**src/rtl/hdmi_rx_fmt_pkg.sv**
```systemverilog
// -----------------------------------------------------------------------------
// hdmi_rx_fmt_pkg
// Shared definitions for the HDMI RX format monitor:
//   - monitor state encoding (matches the o_state port values)
//   - format codes and the {width,height} table used for classification
//   - frame-rate saturation helper
// -----------------------------------------------------------------------------
package hdmi_rx_fmt_pkg;

   typedef enum logic [1:0] {
      ST_NO_SIGNAL = 2'd0,
      ST_ACQUIRE   = 2'd1,
      ST_LOCKED    = 2'd2,
      ST_HOLD      = 2'd3
   } mon_state_e;

   localparam logic [3:0] FMT_UNKNOWN = 4'd0;
   localparam logic [3:0] FMT_640X480 = 4'd1;
   localparam logic [3:0] FMT_720X480 = 4'd2;
   localparam logic [3:0] FMT_720P    = 4'd3;
   localparam logic [3:0] FMT_1080P   = 4'd4;
   localparam logic [3:0] FMT_2160P   = 4'd5;

   // Table index equals the format code reported for that entry.
   localparam int          FMT_ENTRIES = 5;
   localparam logic [13:0] FMT_W [1:5] = '{14'd640, 14'd720, 14'd1280, 14'd1920, 14'd3840};
   localparam logic [11:0] FMT_H [1:5] = '{12'd480, 12'd480, 12'd720,  12'd1080, 12'd2160};

   localparam int          FPS_W   = 8;
   localparam logic [31:0] FPS_MAX = 32'd255;

   // Saturate a 32-bit frame count to the reported fps width.
   function automatic logic [FPS_W-1:0] sat_fps(input logic [31:0] cnt);
      logic [FPS_W-1:0] r;
      if (cnt > FPS_MAX) begin
         r = 8'hFF;
      end else begin
         r = cnt[FPS_W-1:0];
      end
      return r;
   endfunction

endpackage

```
**src/rtl/hdmi_rx_fmt_classify.sv**
```systemverilog
// -----------------------------------------------------------------------------
// hdmi_rx_fmt_classify
// Combinational lookup of a measured {width,height} against the known format
// table. Unlisted resolutions map to FMT_UNKNOWN.
// Ports:
//   width_i    [13:0]  width in pixels
//   height_i   [11:0]  height in lines
//   fmt_code_o [3:0]   format code (0 = unknown)
// -----------------------------------------------------------------------------
module hdmi_rx_fmt_classify
   import hdmi_rx_fmt_pkg::*;
(
   input  logic [13:0] width_i,
   input  logic [11:0] height_i,
   output logic [3:0]  fmt_code_o
);

   // Exact-match table scan; entries are unique so at most one hits.
   always_comb begin
      fmt_code_o = FMT_UNKNOWN;
      for (int i = 1; i <= FMT_ENTRIES; i++) begin
         fmt_code_o = ((width_i == FMT_W[i]) && (height_i == FMT_H[i])) ? 4'(i) : fmt_code_o;
      end
   end

endmodule

```
**src/rtl/hdmi_rx_format_monitor.sv**
```systemverilog
// -----------------------------------------------------------------------------
// hdmi_rx_format_monitor
// Samples the stream measurement stage once per frame (a fixed delay after
// each start-of-frame), debounces the {width,height} sample and reports a
// locked video format with its classified code.
// Ports:
//   ACLK, ARESET           clock, synchronous active-high reset
//   s_axis_tvalid/tuser    tapped stream valid / start-of-frame
//   i_col_cnt [12:0]       beats per line
//   i_row_cnt [11:0]       lines per frame
//   i_frame_cnt [31:0]     frames in last second
//   o_state [1:0]          NO_SIGNAL / ACQUIRE / LOCKED / HOLD
//   o_locked               LOCKED or HOLD
//   o_width/o_height       locked resolution (0 when not locked)
//   o_fmt_code [3:0]       classified format (0 when not locked / unknown)
//   o_fps [7:0]            saturated frame count, updated at every capture
//   o_fmt_change           one-cycle pulse on lock gained or lost
// -----------------------------------------------------------------------------
module hdmi_rx_format_monitor
   import hdmi_rx_fmt_pkg::*;
#(
   parameter int unsigned C_PPC            = 2,
   parameter int          C_COL_OFFSET     = 0,
   parameter int unsigned C_SAMPLE_DELAY   = 4,
   parameter int unsigned C_LOCK_FRAMES    = 8,
   parameter int unsigned C_UNLOCK_FRAMES  = 3,
   parameter int unsigned C_TIMEOUT_CYCLES = 30000000
)
(
   input  logic        ACLK,
   input  logic        ARESET,
   input  logic        s_axis_tvalid,
   input  logic        s_axis_tuser,
   input  logic [12:0] i_col_cnt,
   input  logic [11:0] i_row_cnt,
   input  logic [31:0] i_frame_cnt,
   output logic [1:0]  o_state,
   output logic        o_locked,
   output logic [13:0] o_width,
   output logic [11:0] o_height,
   output logic [3:0]  o_fmt_code,
   output logic [7:0]  o_fps,
   output logic        o_fmt_change
);

   localparam logic [31:0] TMO_LAST = 32'(C_TIMEOUT_CYCLES - 1);

   logic              sof_prev_q, sof_q;
   logic [3:0]        dly_cnt_q;
   logic [31:0]       tmo_cnt_q;
   mon_state_e        state_q;
   logic [13:0]       cand_w_q, width_q;
   logic [11:0]       cand_h_q, height_q;
   logic [7:0]        stable_cnt_q, miss_cnt_q;
   logic [3:0]        fmt_q;
   logic [7:0]        fps_q;
   logic              locked_q, chg_q;

   logic              sof_in_s, cap_s, tmo_s, valid_s, match_s, hit_s, unlock_s;
   logic signed [31:0] beats_s;
   logic [31:0]       w_full_s;
   logic [13:0]       samp_w_s;
   logic [11:0]       samp_h_s;
   logic [3:0]        samp_fmt_s;

   // Sample arithmetic, capture/timeout strobes and unlock decision.
   always_comb begin
      sof_in_s = s_axis_tuser & s_axis_tvalid;
      beats_s  = $signed({19'd0, i_col_cnt}) + 32'(C_COL_OFFSET);
      // A negative corrected beat count is treated as no picture.
      if (beats_s < 32'sd0) begin
         w_full_s = 32'd0;
      end else begin
         w_full_s = $unsigned(beats_s) * 32'(C_PPC);
      end
      if (w_full_s > 32'd16383) begin
         samp_w_s = 14'h3FFF;
      end else begin
         samp_w_s = w_full_s[13:0];
      end
      samp_h_s = i_row_cnt;
      valid_s  = (samp_w_s != 14'd0) && (samp_h_s != 12'd0);
      match_s  = (samp_w_s == cand_w_q) && (samp_h_s == cand_h_q);
      hit_s    = valid_s && match_s;
      cap_s    = (dly_cnt_q == 4'd1);
      tmo_s    = (tmo_cnt_q == TMO_LAST);
      // Unlock completes on the C_UNLOCK_FRAMES-th consecutive miss, which
      // for C_UNLOCK_FRAMES == 1 is the first miss seen while LOCKED.
      if (cap_s && !tmo_s && !hit_s) begin
         unlock_s = ((state_q == ST_LOCKED) && (C_UNLOCK_FRAMES == 1)) ||
                    ((state_q == ST_HOLD) && ((miss_cnt_q + 8'd1) == 8'(C_UNLOCK_FRAMES)));
      end else begin
         unlock_s = 1'b0;
      end
   end

   hdmi_rx_fmt_classify u_classify (
      .width_i    (samp_w_s),
      .height_i   (samp_h_s),
      .fmt_code_o (samp_fmt_s)
   );

   // SOF edge detect, capture delay (restarted by each SOF) and no-SOF timeout.
   always_ff @(posedge ACLK) begin
      if (ARESET) begin
         sof_prev_q <= 1'b0;
         sof_q      <= 1'b0;
         dly_cnt_q  <= 4'd0;
         tmo_cnt_q  <= 32'd0;
      end else begin
         sof_prev_q <= sof_in_s;
         sof_q      <= sof_in_s & ~sof_prev_q;
         if (sof_q) begin
            dly_cnt_q <= 4'(C_SAMPLE_DELAY);
         end else if (dly_cnt_q != 4'd0) begin
            dly_cnt_q <= dly_cnt_q - 4'd1;
         end
         if (sof_q) begin
            tmo_cnt_q <= 32'd0;
         end else if (tmo_cnt_q != TMO_LAST) begin
            tmo_cnt_q <= tmo_cnt_q + 32'd1;
         end
      end
   end

   // Lock state machine with registered status outputs.
   always_ff @(posedge ACLK) begin
      if (ARESET) begin
         state_q      <= ST_NO_SIGNAL;
         cand_w_q     <= 14'd0;
         cand_h_q     <= 12'd0;
         stable_cnt_q <= 8'd0;
         miss_cnt_q   <= 8'd0;
         width_q      <= 14'd0;
         height_q     <= 12'd0;
         fmt_q        <= 4'd0;
         fps_q        <= 8'd0;
         locked_q     <= 1'b0;
         chg_q        <= 1'b0;
      end else begin
         chg_q <= 1'b0;
         if (tmo_s) begin
            chg_q        <= (state_q == ST_LOCKED) || (state_q == ST_HOLD);
            state_q      <= ST_NO_SIGNAL;
            cand_w_q     <= 14'd0;
            cand_h_q     <= 12'd0;
            stable_cnt_q <= 8'd0;
            miss_cnt_q   <= 8'd0;
            width_q      <= 14'd0;
            height_q     <= 12'd0;
            fmt_q        <= 4'd0;
            locked_q     <= 1'b0;
         end else if (cap_s) begin
            fps_q <= sat_fps(i_frame_cnt);
            if (unlock_s) begin
               chg_q        <= 1'b1;
               state_q      <= ST_ACQUIRE;
               cand_w_q     <= samp_w_s;
               cand_h_q     <= samp_h_s;
               stable_cnt_q <= {7'd0, valid_s};
               miss_cnt_q   <= 8'd0;
               width_q      <= 14'd0;
               height_q     <= 12'd0;
               fmt_q        <= 4'd0;
               locked_q     <= 1'b0;
            end else begin
               case (state_q)
                  ST_NO_SIGNAL: begin
                     if (valid_s) begin
                        state_q      <= ST_ACQUIRE;
                        cand_w_q     <= samp_w_s;
                        cand_h_q     <= samp_h_s;
                        stable_cnt_q <= 8'd1;
                     end
                  end
                  ST_ACQUIRE: begin
                     if (!valid_s) begin
                        cand_w_q     <= samp_w_s;
                        cand_h_q     <= samp_h_s;
                        stable_cnt_q <= 8'd0;
                     end else if (match_s) begin
                        if ((stable_cnt_q + 8'd1) == 8'(C_LOCK_FRAMES)) begin
                           state_q    <= ST_LOCKED;
                           locked_q   <= 1'b1;
                           width_q    <= samp_w_s;
                           height_q   <= samp_h_s;
                           fmt_q      <= samp_fmt_s;
                           miss_cnt_q <= 8'd0;
                           chg_q      <= 1'b1;
                        end else begin
                           stable_cnt_q <= stable_cnt_q + 8'd1;
                        end
                     end else begin
                        cand_w_q     <= samp_w_s;
                        cand_h_q     <= samp_h_s;
                        stable_cnt_q <= 8'd1;
                     end
                  end
                  // While locked the candidate holds the locked format, so
                  // match means "same as the locked format".
                  ST_LOCKED: begin
                     if (hit_s) begin
                        miss_cnt_q <= 8'd0;
                     end else begin
                        state_q    <= ST_HOLD;
                        miss_cnt_q <= 8'd1;
                     end
                  end
                  ST_HOLD: begin
                     if (hit_s) begin
                        state_q    <= ST_LOCKED;
                        miss_cnt_q <= 8'd0;
                     end else begin
                        miss_cnt_q <= miss_cnt_q + 8'd1;
                     end
                  end
                  default: begin
                     state_q <= ST_NO_SIGNAL;
                  end
               endcase
            end
         end
      end
   end

   assign o_state      = state_q;
   assign o_locked     = locked_q;
   assign o_width      = width_q;
   assign o_height     = height_q;
   assign o_fmt_code   = fmt_q;
   assign o_fps        = fps_q;
   assign o_fmt_change = chg_q;

endmodule
```
**config.mk**
```make
export PLATFORM = sky130hd
export DESIGN_NAME = hdmi_rx_format_monitor
export DESIGN_NICKNAME = d
export VERILOG_FILES = /design/src/rtl/hdmi_rx_fmt_pkg.sv /design/src/rtl/hdmi_rx_fmt_classify.sv /design/src/rtl/hdmi_rx_format_monitor.sv
export SDC_FILE = /design/constraint.sdc
export NUM_CORES = 1
export LEC_CHECK = 0
export ABC_AREA = 1
export CORE_MARGIN = 4
export CORE_UTILIZATION = 55
export CTS_BUF_LIST = sky130_fd_sc_hd__clkbuf_8
export DETAILED_ROUTE_END_ITERATION = 12
export GPL_TIMING_DRIVEN = 0
export PLACE_DENSITY = 0.91
export SYNTH_ARGS = -nofsm -noshare
export SYNTH_HDL_FRONTEND = slang
export SYNTH_SLANG_ARGS = --single-unit
```
**constraint.sdc**
```tcl
create_clock -name ACLK -period 3.8 [get_ports ACLK]
set_input_delay 0.76 -clock ACLK [delete_from_list [all_inputs] [get_ports ACLK]]
set_output_delay 0.76 -clock ACLK [all_outputs]
set_load 0.01 [all_outputs]
```
==> flow_summary_export.csv <==
group,metric,value,unit
run_status,status,"finished clean",
floorplanning,ios,103,
clocking,post_cts_resized,0,
hold_path,hp-class,"flop to flop",
route,ant_nets,0,
finish,area_growth_syn_to_layout,23.29,%
finish,drive_gt1_share,6.016,%
timing,fmax,344.1,MHz
global_routing,grt_max_degree,17,
critical_path,r2r_start,"tmo_cnt_q[0]",
critical_path,critical_path.top_delay_family,"simple AND/OR/NAND/NOR gates",
route,first_pass_iters,8,
clocking,cts-root-buf,"clkbuf_8",
placed_design,placed_area,8023,um2
clocking,cts_tree,"built",
hold_path,hold_end,"sof_q",
timing,setup_viol,0,
hold_path,holdCritStartpoint,"sof_prev_q",
clocking,htree_levels,4,
global_routing,overflow,0,
clocking,cts_made_buffers,17,
global_routing,use_met2,44.79,%
timing,drv_slew,0,
yosys,synth_area_leader_cell,"dfxtp_1",
route,route.detailed.wl_per_inst,13.94,um
floorplanning,num_rows,40,
critical_path,worst-path-max-fanout,10,
critical_path,cp-start-kind,"primary input",
route,vias_per_cell,5.345,
critical_path,worstSetupPathDepth,17,
timing,worst_pin_slew,0.7329,ns
critical_path,path_class,"primary input to flop",
critical_path,startpoint,"i_col_cnt[6]",
global_routing,top_usage_layer,"met2",
floorplanning,start_util,56.44,%
power,ir_worst_vdd,251.6,uV
critical_path,worstPathArrival,3.28,ns
placed_design,globalplace.congestion,0.9930,
yosys,synth_top_area_share,34.99,%
timing,fin_crit_sh,76.48,%
timing,grt_setup_unrepaired,"no",
floorplanning,die-area,14220,um2
global_routing,grt_usage,27.11,%
timing,slew_headroom,50.96,%
global_routing,use_met1,33.45,%
critical_path,rr_worst_depth,12,
critical_path,regToRegSetupSlack,1.30,ns
timing,min_period,2.906,ns
critical_path,crit_chain,"clkdlybuf4s50_1 -> inv_2 -> nand2_1 -> nand2_1 -> inv_1 -> nand2_1 -> nor2_1 -> nand2_1 -> nor2_1 -> nand3_2 -> nand2_4 -> nand2_1 -> nand2_1 -> buf_4 -> buf_6 -> nand2_1 -> a21oi_1",
critical_path,slowest_delay,0.63,ns
route,dr_total_vias,7473,
critical_path,crit_top_cell,"nand2_1",
placed_design,io_buffers,100,
yosys,syn-mean-instance-area,6.183,um2
yosys,syn_area,6808,um2
critical_path,slowest_stage,"clkdlybuf4s50_1",
finish,fillerInstances,1049,
timing,final_hold_viol_count,0,
critical_path,r2r-end,"tmo_cnt_q[20]",
yosys,syn_inst,1101,
yosys,synth_cell_types,36,
route,drt-total-wl,19490,um
floorplanning,fp.dieW,119.3,um
global_routing,antenna_found_initial,0,
power,p_leak,3.441,nW
yosys,async_flop_share,0,%
floorplanning,fp.dieH,119.3,um
critical_path,endpoint_kind,"flop",
yosys,synth_area_leaders,"dfxtp_1 35%, nand2_1 19%, nor2_1 9.3%, inv_1 6.8%, a21oi_1 6.0%",
critical_path,path_buf_inv,5,
power,p_per_area,483.5,nW/um2
global_routing,grt_use_met3,6.220,%
yosys,synth_seq_area_share,34.99,%
yosys,synth-edff-count,0,
floorplanning,core_area,12060,um2
placed_design,dp_hpwl,14340,um
flow_run,drv_cap,0,
yosys,synth_ff_type,"dfxtp_1",
clocking,path_clk_slew,0.07,ns
hold_path,hold_depth,1,
yosys,ys_ff_latch,119,
global_routing,first_global_vias,6942,
timing,skew,0.008538,ns
finish,final_net_count,1288,
critical_path,required,4.18,ns
clocking,cts_setup_buffers,0,
clocking,clockBufferDepth,2,
route,drc,0,
global_routing,grt_pass1_wl,31730,um
yosys,yosysMostFrequentCell,"nand2_1",
timing,setup_tns,0,ns
clocking,cts_hold_buffers,0,
clocking,clock-sinks,119,
finish,final_area,8393,um2
power,total_power,4.058,mW
route,first_iter_violations,621,
yosys,yosys_warnings,0,
finish,n_antenna_cell,0,
yosys,synth_common_cells,"347 x nand2_1, 168 x nor2_1, 123 x inv_1",
clocking,clkLatencyLatePin,0.46,ns
==> logic make-up (layout without fill, tap and decap cells) <==
logic type	after synthesis	in the layout	synth area share, %
AND/OR/NAND/NOR	687	687	43.89
buffers and inverters	162	290	9.741
flip-flops	119	119	34.99
AO/OA/AOI/OAI	113	113	8.546
XOR/XNOR	13	13	1.672
adder cells (fa/ha/maj)	6	6	1.103
other	1	2	0.05508
==> metal layers <==
| layer | vias to the layer above | share of wire, % |
|---|---|---|
| met1 | 3322 | 41 |
| li1 | 3759 | - |
| met3 | 67 | 8.0 |
| met4 | 0 | 3.6 |
| met2 | 325 | 47 |
| met5 | - | 0 |
==> sequential cells by signal, summed over array words and instances, names as in the netlist, 4 cells and up <==
signal	cells
cand_w_q	13
stable_cnt_q	8
o_height	12
cand_h_q	12
tmo_cnt_q	32
dly_cnt_q	4
o_fps	8
miss_cnt_q	8
o_width	13
==> stage by stage <==
stage | hold WS, ns | std cells | setup WS [ns] | util, %
2_1_floorplan | 0.3734 | 1102 | 1.604 | -
3_3_place_gp | 0.3867 | 1370 | 0.5575 | 66.51
3_5_place_dp | 0.3955 | 1370 | 0.4809 | 66.51
4_1_cts | 0.4118 | 1398 | 0.9441 | 69.59
5_1_grt | 0.4296 | 1398 | 0.6986 | 69.59
6_report | 0.4083 | 1398 | 0.8936 | 69.59
==> power by group <==
group	internal, mW	switching, mW
clock network	0.628	0.498
logic	0.490	0.845
registers	1.45	0.147
total	2.57	1.49
==> how the worst max path moves through the flow <==
stage	endpoint	slack [ns]
2_1_floorplan	o_height[10]	1.60
3_3_place_gp	o_width[13]	0.56
3_5_place_dp	o_width[2]	0.48
4_1_cts	o_width[2]	0.94
5_1_grt	miss_cnt_q[5]	0.70
6_report	o_width[2]	0.89
==> placed cells by master, fill, tap and decap left out, types with 2 or more instances in the layout <==
cell,n
buf_4,4
buf_6,4
inv_1,126
nor4_1,13
a21oi_1,81
ha_1,6
conb_1,2
nand3_1,43
or2_2,10
xor2_1,6
bufinv_16,2
xnor2_1,7
o21a_1,3
dfxtp_1,119
nand2_4,2
o21ai_0,26
buf_2,8
nor3_1,28
nand3b_1,3
nor2_2,3
nor3_2,2
clkbuf_1,15
nor2_1,168
clkbuf_8,21
nand2_1,347
nand3_2,3
clkinv_2,2
nor2_4,3
clkinv_1,2
clkdlybuf4s50_1,100
inv_2,6
nand4_1,57
==> area by class of cell <==
| class | count | area [um2] | share of cell area [%] |
|---|---|---|---|
| tap | 168 | 210.2 | 2.504 |
| multi-input combinational | 821 | 3766 | 44.87 |
| sequential | 119 | 2382 | 28.38 |
| timing repair buffer | 100 | 1001 | 11.93 |
| clock buffer | 21 | 289.0 | 3.444 |
| inverter | 131 | 491.7 | 5.859 |
| clock inverter | 7 | 81.33 | 0.9690 |
| buffer | 31 | 171.4 | 2.042 |
Power figures use the tool's default switching activity.
